<file path="config.mk">
export PLATFORM = sky130hd
export DESIGN_NAME = rx_sink_flat
export DESIGN_NICKNAME = d
export VERILOG_FILES = /design/src/rtl/rx_sink_if.sv /design/src/rtl/rx_sink.sv /design/src/flat_wrapper.sv
export SDC_FILE = /design/constraint.sdc
export NUM_CORES = 1
export LEC_CHECK = 0
export CAP_MARGIN = 20
export CORE_MARGIN = 10
export CORE_UTILIZATION = 51
export CTS_BUF_LIST = sky130_fd_sc_hd__clkbuf_8
export DETAILED_ROUTE_END_ITERATION = 10
export PLACE_DENSITY_LB_ADDON = 0.08
export SLEW_MARGIN = 20
export SYNTH_ARGS = -nofsm -noshare
export SYNTH_HDL_FRONTEND = slang
export SYNTH_SLANG_ARGS = --single-unit
</file>
<file path="constraint.sdc">
create_clock -name clk -period 2.7 [get_ports clk]
set_input_delay 0.81 -clock clk [delete_from_list [all_inputs] [get_ports clk]]
set_output_delay 0.81 -clock clk [all_outputs]
set_load 0.05 [all_outputs]
</file>
<file path="src/rtl/rx_sink_if.sv">
// Valid/ready word link plus the show-ahead read side of the receive sink.
// The slave modport is the sink's view; master is the transmitter/reader view.
interface rx_sink_if #(
    parameter int unsigned N     = 4,
    parameter int unsigned CNT_W = 8
);
    logic             valid_i;
    logic [N-1:0]     data_i;
    logic             ready_o;
    logic             rd_en_i;
    logic             rd_valid_o;
    logic [N-1:0]     rd_data_o;
    logic             full_o;
    logic             empty_o;
    logic [CNT_W-1:0] rx_count_o;
    logic             err_o;

    modport master (
        output valid_i, data_i, rd_en_i,
        input  ready_o, rd_valid_o, rd_data_o, full_o, empty_o, rx_count_o, err_o
    );

    modport slave (
        input  valid_i, data_i, rd_en_i,
        output ready_o, rd_valid_o, rd_data_o, full_o, empty_o, rx_count_o, err_o
    );
endinterface

</file>
<file path="src/rtl/rx_sink.sv">
// Link receive terminator: buffers accepted words in a show-ahead FIFO, counts
// them with a saturating counter and flags any word that differs from EXP_DATA.
module rx_sink #(
    parameter int unsigned  N        = 4,
    parameter int unsigned  DEPTH    = 4,
    parameter logic [N-1:0] EXP_DATA = 4'b0101,
    parameter int unsigned  CNT_W    = 8
) (
    input logic      clk,
    input logic      rst,
    rx_sink_if.slave bus
);
    localparam int unsigned AW       = (DEPTH > 1) ? $clog2(DEPTH) : 1;
    localparam logic [AW:0] LVL_FULL = (AW + 1)'(DEPTH);
    localparam logic [AW:0] LVL_LAST = (AW + 1)'(DEPTH - 1);
    localparam logic [AW:0] LVL_ONE  = (AW + 1)'(1);
    localparam logic [AW:0] LVL_ZERO = (AW + 1)'(0);

    localparam logic [1:0] ST_IDLE = 2'd0;
    localparam logic [1:0] ST_RX   = 2'd1;
    localparam logic [1:0] ST_FULL = 2'd2;

    logic [1:0]       state_q, state_d;
    logic [AW-1:0]    wr_ptr_q, wr_ptr_d;
    logic [AW-1:0]    rd_ptr_q, rd_ptr_d;
    logic [AW:0]      level_q, level_d;
    logic [N-1:0]     mem_q [DEPTH];
    logic [CNT_W-1:0] cnt_q, cnt_d;
    logic             err_q, err_d;
    logic             ready_s;
    logic             push_s;
    logic             pop_s;

    // ready is a pure state decode so it never loops back through valid_i/rd_en_i
    assign ready_s = (state_q == ST_RX);
    assign push_s  = bus.valid_i & ready_s;
    assign pop_s   = bus.rd_en_i & (level_q != LVL_ZERO);

    assign bus.ready_o    = ready_s;
    assign bus.rd_valid_o = (level_q != LVL_ZERO);
    assign bus.rd_data_o  = (level_q != LVL_ZERO) ? mem_q[rd_ptr_q] : {N{1'b0}};
    assign bus.full_o     = (level_q == LVL_FULL);
    assign bus.empty_o    = (level_q == LVL_ZERO);
    assign bus.rx_count_o = cnt_q;
    assign bus.err_o      = err_q;

    // Next-state logic for the link FSM
    always_comb begin
        state_d = ST_IDLE;
        case (state_q)
            ST_IDLE: state_d = ST_RX;
            ST_RX: begin
                if (push_s && !pop_s && (level_q == LVL_LAST)) begin
                    state_d = ST_FULL;
                end else begin
                    state_d = ST_RX;
                end
            end
            ST_FULL: begin
                if (pop_s) begin
                    state_d = ST_RX;
                end else begin
                    state_d = ST_FULL;
                end
            end
            default: state_d = ST_IDLE;
        endcase
    end

    // Pointer, fill-level, counter and error-flag next values
    always_comb begin
        wr_ptr_d = wr_ptr_q;
        rd_ptr_d = rd_ptr_q;
        level_d  = level_q;
        cnt_d    = cnt_q;
        err_d    = err_q;
        if (push_s) begin
            wr_ptr_d = wr_ptr_q + AW'(1);
            if (cnt_q != {CNT_W{1'b1}}) begin
                cnt_d = cnt_q + CNT_W'(1);
            end else begin
                cnt_d = cnt_q;
            end
            if (bus.data_i != EXP_DATA) begin
                err_d = 1'b1;
            end else begin
                err_d = err_q;
            end
        end else begin
            wr_ptr_d = wr_ptr_q;
        end
        if (pop_s) begin
            rd_ptr_d = rd_ptr_q + AW'(1);
        end else begin
            rd_ptr_d = rd_ptr_q;
        end
        if (push_s && !pop_s) begin
            level_d = level_q + LVL_ONE;
        end else if (pop_s && !push_s) begin
            level_d = level_q - LVL_ONE;
        end else begin
            level_d = level_q;
        end
    end

    // Control registers with synchronous reset
    always_ff @(posedge clk) begin
        if (rst) begin
            state_q  <= ST_IDLE;
            wr_ptr_q <= {AW{1'b0}};
            rd_ptr_q <= {AW{1'b0}};
            level_q  <= LVL_ZERO;
            cnt_q    <= {CNT_W{1'b0}};
            err_q    <= 1'b0;
        end else begin
            state_q  <= state_d;
            wr_ptr_q <= wr_ptr_d;
            rd_ptr_q <= rd_ptr_d;
            level_q  <= level_d;
            cnt_q    <= cnt_d;
            err_q    <= err_d;
        end
    end

    // FIFO storage; cleared on reset so no stale word can ever surface
    always_ff @(posedge clk) begin
        if (rst) begin
            for (int i = 0; i < int'(DEPTH); i++) begin
                mem_q[i] <= {N{1'b0}};
            end
        end else if (push_s) begin
            mem_q[wr_ptr_q] <= bus.data_i;
        end else begin
            mem_q[wr_ptr_q] <= mem_q[wr_ptr_q];
        end
    end
endmodule

</file>
<file path="src/flat_wrapper.sv">
// flat-port wrapper written by rule: the top's interface ports become plain ports
module rx_sink_flat 
#(
    parameter int unsigned  N        = 4,
    parameter int unsigned  DEPTH    = 4,
    parameter logic [N-1:0] EXP_DATA = 4'b0101,
    parameter int unsigned  CNT_W    = 8
)
  (clk, rst, bus_valid_i, bus_data_i, bus_rd_en_i, bus_ready_o, bus_rd_valid_o, bus_rd_data_o, bus_full_o, bus_empty_o, bus_rx_count_o, bus_err_o);
  rx_sink_if #(.N(N), .CNT_W(CNT_W)) bus_i ();
  input logic clk;
  input logic rst;
  input wire logic [$bits(bus_i.valid_i)-1:0] bus_valid_i;
  input wire logic [$bits(bus_i.data_i)-1:0] bus_data_i;
  input wire logic [$bits(bus_i.rd_en_i)-1:0] bus_rd_en_i;
  output wire logic [$bits(bus_i.ready_o)-1:0] bus_ready_o;
  output wire logic [$bits(bus_i.rd_valid_o)-1:0] bus_rd_valid_o;
  output wire logic [$bits(bus_i.rd_data_o)-1:0] bus_rd_data_o;
  output wire logic [$bits(bus_i.full_o)-1:0] bus_full_o;
  output wire logic [$bits(bus_i.empty_o)-1:0] bus_empty_o;
  output wire logic [$bits(bus_i.rx_count_o)-1:0] bus_rx_count_o;
  output wire logic [$bits(bus_i.err_o)-1:0] bus_err_o;
  assign bus_i.valid_i = bus_valid_i;
  assign bus_i.data_i = bus_data_i;
  assign bus_i.rd_en_i = bus_rd_en_i;
  assign bus_ready_o = bus_i.ready_o;
  assign bus_rd_valid_o = bus_i.rd_valid_o;
  assign bus_rd_data_o = bus_i.rd_data_o;
  assign bus_full_o = bus_i.full_o;
  assign bus_empty_o = bus_i.empty_o;
  assign bus_rx_count_o = bus_i.rx_count_o;
  assign bus_err_o = bus_i.err_o;
  rx_sink #(.N(N), .DEPTH(DEPTH), .EXP_DATA(EXP_DATA), .CNT_W(CNT_W)) u_core (.clk(clk), .rst(rst), .bus(bus_i));
endmodule
</file>
# == Word level (Yosys, flattened, before mapping) ==
# Memories as Yosys holds them, arrays and structs flattened. A register that Yosys moved wholly into a read port is not among the register bits.
# Cells that the tools add are included.
# totals
mem_bits_rw,16
out_inout_bits,17
mem_bits_ro,0
memories,1
latch_bits,0
reg_bits,18
# classes
mux,20
add_sub_neg,5
n_shift,0
eq_ne,7
n_bitwise,3
n_mul,0
reduce_logical,13
order_cmp,0
div_mod_pow,0
# memory_table
memory,depth,word_bits,rd,rd_ports_with_merged_regs,write_ports,line,text
u_core.mem_q,4,4,1,1,4,rx_sink.sv:27,logic [N-1:0] mem_q [DEPTH];
# ops
op,count
$mux W4,3
$mux W2,5
$mux W1,9
$add A8 B1 Y8 const B,1
$ne A8 B8 Y1 const B,1
$mux W3,2
$pmux W2 S3,1
$reduce_and A2 Y1,3
$add A2 B1 Y2 const B,2
$ne A4 B3 Y1 const B,1
$reduce_or A4 Y1,1
$add A3 B1 Y3 const B,1
$eq A3 B2 Y1 const B,1
$eq A3 B3 Y1 const B,1
$logic_and A1 B1 Y1,3
$logic_not A3 Y1,1
$reduce_bool A3 Y1,1
$sub A3 B1 Y3 const B,1
$and A1 B1 Y1,2
$eq A2 B1 Y1 const B,1
$eq A2 B2 Y1 const B,1
$logic_not A1 Y1,2
$logic_not A2 Y1,1
$reduce_bool A2 Y1,1
other kinds (2),2

# == Logic depth before layout (Yosys ltp) ==
# depth
word_depth,9
ltp_mapped,9
depth_no_buf,8

# == Least setup slack after synthesis ==
# Ideal clock, no wire load.
# synth_timing
path_type,reg-to-output
from,reg u_core.level_q[0]
to,out bus_rd_valid_o
t_arrival_ns,2.367
setup_slack_ns,-0.477
required_time_ns,1.890
path_stages_with_launch,3
path_cell_list,dfxtp_1 nor3_1 inv_1
# synth_via
elab_chain_cells,1
# synth_rtl
item,line,text
"start, declared",rx_sink.sv:26,"logic [AW:0] level_q, level_d;"
"start signal, assigned",rx_sink.sv:119,level_q <= level_d;
$reduce_bool A3 Y1,rx_sink.sv:40,assign bus.rd_valid_o = (level_q != LVL_ZERO);
"end, declared",flat_wrapper.sv:17,output wire logic [$bits(bus_i.rd_valid_o)-1:0] bus_rd_valid_o;
# Every way passes these cells.

# == Worst setup path in the final report ==
# Ends and elaborated chain as after synthesis.

==> summary.txt <==
Timing
  • RSZ-0062 raised after global routing: false
  • Fmax: 0.392 GHz
  • Setup TNS: 0 ps
  • Worst Skew: 3.78 ps
  • WHS: 480 ps
  • Shortest period the worst path allows: 2550 ps
  • Hold Fails Final Rpt: 0
  • Worst-margin pin slew: 506 ps
  • Worst slew margin: 0.661
  • Finish-stage setup viols: 0
  • Final period util: 0.946
  • Slew Limit Fails: 0

Routing
  • Post-route antenna net violation count: 0
  • Drt drc: 0
  • Final WL: 3.53 mm
  • Via Count: 1235
  • 1st-iter DRT viols: 68
  • Vias per inst: 5.42
  • TritonRoute pass-1 iters: 4
  • Wire per inst: 15.5 um

Setup path
  • R2R Setup Slk: 630 ps
  • Worst setup EP type: primary output
  • Worst Path Arrival: 1740 ps
  • Crit-path cells: nor3_2 -> inv_1 -> clkdlybuf4s50_1
  • CP delay by family, top: buffers and inverters
  • Crit path kind: register to primary output
  • CP bufs+invs: 2
  • CP required: 1890 ps
  • Slowest-stage cell, CP: clkdlybuf4s50_1
  • CP Launch Type: register
  • CP max stage delay: 790 ps
  • CP max FO: 7

Floorplan
  • IO Count: 25
  • DIE WIDTH: 78.2 um
  • Initial Util: 0.521
  • DIE AREA: 6110 sq um
  • Core area: 3310 sq um
  • Die H: 78.2 um
  • # rows: 21

Power and ir drop
  • Pleak: 0.000806 uW
  • Power density cells: 870 nW/um^2
  • Maximum VDD drop: 427 uV
  • Total power: 1870 uW

Yosys
  • Yosys reg bits: 36
  • Mapped cell area: 1730 sq um
  • Mapped Cells: 147
  • Net Count, Synth: 158
  • Netlist cell types: 47
  • Yosys warns: 0
  • Sequential share of the synthesized area: 0.511
  • Syn avg cell area: 11.7 sq um

CTS
  • CTS clock-pin slew for the worst setup and hold paths: 70 ps
  • Clk Latency, worst-skew pair: 280 ps
  • Sinks on Clock Net: 36
  • CTS H-tree lvls: 2
  • Cells resized by post-CTS repair: 0
  • CTS Hold Buffers Added: 0
  • Clock Tree Buf Depth: 2
  • Post-CTS setup buffers: 0
  • TritonCTS buffer count: 5
  • CTS tree: done
  • Clock root buffer: clkbuf_8

Place
  • IO Port Bufs: 24
  • DP HPWL: 2.67 mm
  • Placed cell areas: 2040 sq um
  • GPL Wtd Cong: 0.775

GRT
  • Initial antenna violation count: 0
  • Largest net degree at the start of global routing: 21
  • First-pass GRT wire length: 5.96 mm
  • Total track usage: 0.122
  • Global route total overflow: 0
  • Number of global-route vias before repair: 1321

Final layout
  • Final Cell Area: 2150 sq um
  • Area delta synth->final: 24.7%
  • Ant diodes: 0
  • Util after Layout: 0.650
  • Net count, final: 192
  • Fraction of final layout cells sized beyond drive strength 1: 0.181

Hold path
  • Hold Path Class: register to register

Flow run
  • Max-cap viol count: 0

Run status
  • Status: finished clean
## tightest hold or removal path, cell delays in order, from the launching register on
cell and delay [ps]:
dfxtp_1 330, a21oi_1 40, nor2_1 70
## flip-flops by register name, indices dropped and copies added (netlist names), named ones only
name                   cells
u_core.state_q             2
u_core.level_q             3
u_core.mem_q              16
u_core.wr_ptr_q            2
u_core.bus.err_o           1
u_core.bus.rx_count_o      8
u_core.rd_ptr_q            2
## cells in the mapped netlist (all sizes together)
| library cell | n | share of area |
|---|---|---|
| o31ai | 1 | 0.012 |
| a31oi | 2 | 0.0073 |
| and4 | 1 | 0.0051 |
| nor3 | 5 | 0.015 |
| clkbuf | 1 | 0.0029 |
| and3 | 2 | 0.0073 |
| nor4 | 2 | 0.0073 |
| nand3 | 2 | 0.0058 |
| a31o | 1 | 0.0051 |
| nor2b | 7 | 0.025 |
| a211oi | 5 | 0.022 |
| mux2i | 2 | 0.012 |
| a41oi | 2 | 0.010 |
| edfxtp | 16 | 0.28 |
| nand2 | 3 | 0.0065 |
| a21oi | 5 | 0.015 |
| nor2 | 11 | 0.024 |
| o21bai | 2 | 0.0087 |
| nand2b | 3 | 0.011 |
| a21o | 1 | 0.0044 |
| dfxtp | 20 | 0.23 |
| and4b | 1 | 0.0058 |
| o21ai | 1 | 0.0029 |
| inv | 3 | 0.0065 |
| or2 | 1 | 0.0036 |
| ha | 2 | 0.015 |
| xor2 | 5 | 0.025 |
| mux4 | 4 | 0.052 |
| nand4bb | 1 | 0.0065 |
| or3 | 1 | 0.0036 |
| nor4b | 2 | 0.014 |
| o311ai | 1 | 0.0051 |
| o2111a | 2 | 0.013 |
| fa | 1 | 0.012 |
| nand4b | 1 | 0.0051 |
| a311oi | 1 | 0.0051 |
| xnor2 | 1 | 0.0051 |
| nor3b | 1 | 0.0044 |
| and2 | 17 | 0.062 |
| mux2 | 1 | 0.0065 |
| nand3b | 1 | 0.012 |
| buf | 4 | 0.015 |
| a32o | 1 | 0.0058 |
## cell usage in the layout (no fill, tap or decap), types with 3 or more instances in the layout
cell type,count
nand2_1,3
a21oi_1,5
nor2b_1,7
mux4_2,4
nor3_1,4
dfxtp_1,20
buf_4,14
and2_1,17
clkdlybuf4s50_1,18
xor2_1,5
nor2_1,11
a211oi_1,5
edfxtp_1,16
clkbuf_8,5
nand2b_1,3
inv_1,3
## area by class of cell
| type | count | area [sq um] |
|---|---|---|
| Clock buffer | 5 | 68.8 |
| Clock inverter | 3 | 38.8 |
| Fill cell | 271 | 1160 |
| Inverter | 3 | 11.3 |
| Multi-Input combinational cell | 103 | 808 |
| Sequential cell | 36 | 881 |
| Tap cell | 46 | 57.6 |
| Timing Repair Buffer | 32 | 285 |
## metrics by stage
| step | std cells | worst slack (ps) |
|---|---|---|
| global placement | 220 | -31.1 |
| detailed placement | 220 | -119 |
| floorplan | 147 | 214 |
| CTS | 228 | 113 |
| global route | 228 | 23.2 |
| finish | 228 | 147 |
## report_power, final
part / internal (uW) / switching [uW] / total, uW
Sequential: 633 / 90.2 / 723
Clock: 270 / 183 / 454
Combinational: 282 / 412 / 694
## logic make-up after synthesis
logic type / share of synthesized area
flops: 0.511
buf+inv: 0.0239
mux: 0.0703
compound gates: 0.116
simple gates: 0.223
fa+ha+maj: 0.0261
xor+xnor: 0.0305
## final timing paths
kind | start | end | cells past startpoint
worst max-delay path | u_core.level_q[0] | bus_rd_valid_o | 3
worst min-delay path | u_core.bus.err_o | u_core.bus.err_o | 2
worst max register to register | u_core.level_q[0] | u_core.level_q[2] | 7
worst min register to register | u_core.bus.err_o | u_core.bus.err_o | 2
## layer usage
metal  GRT usage  routed length [um]  up-vias  share of wire
met3      0.0547                 231        6          0.065
met2       0.211                1810       26           0.51
li1            -                   -      621              -
met4      0.0556                  63        0          0.018
met1       0.123                1420      582           0.40
met5           0                   0        -              0
(Power assumes the default switching activity.)
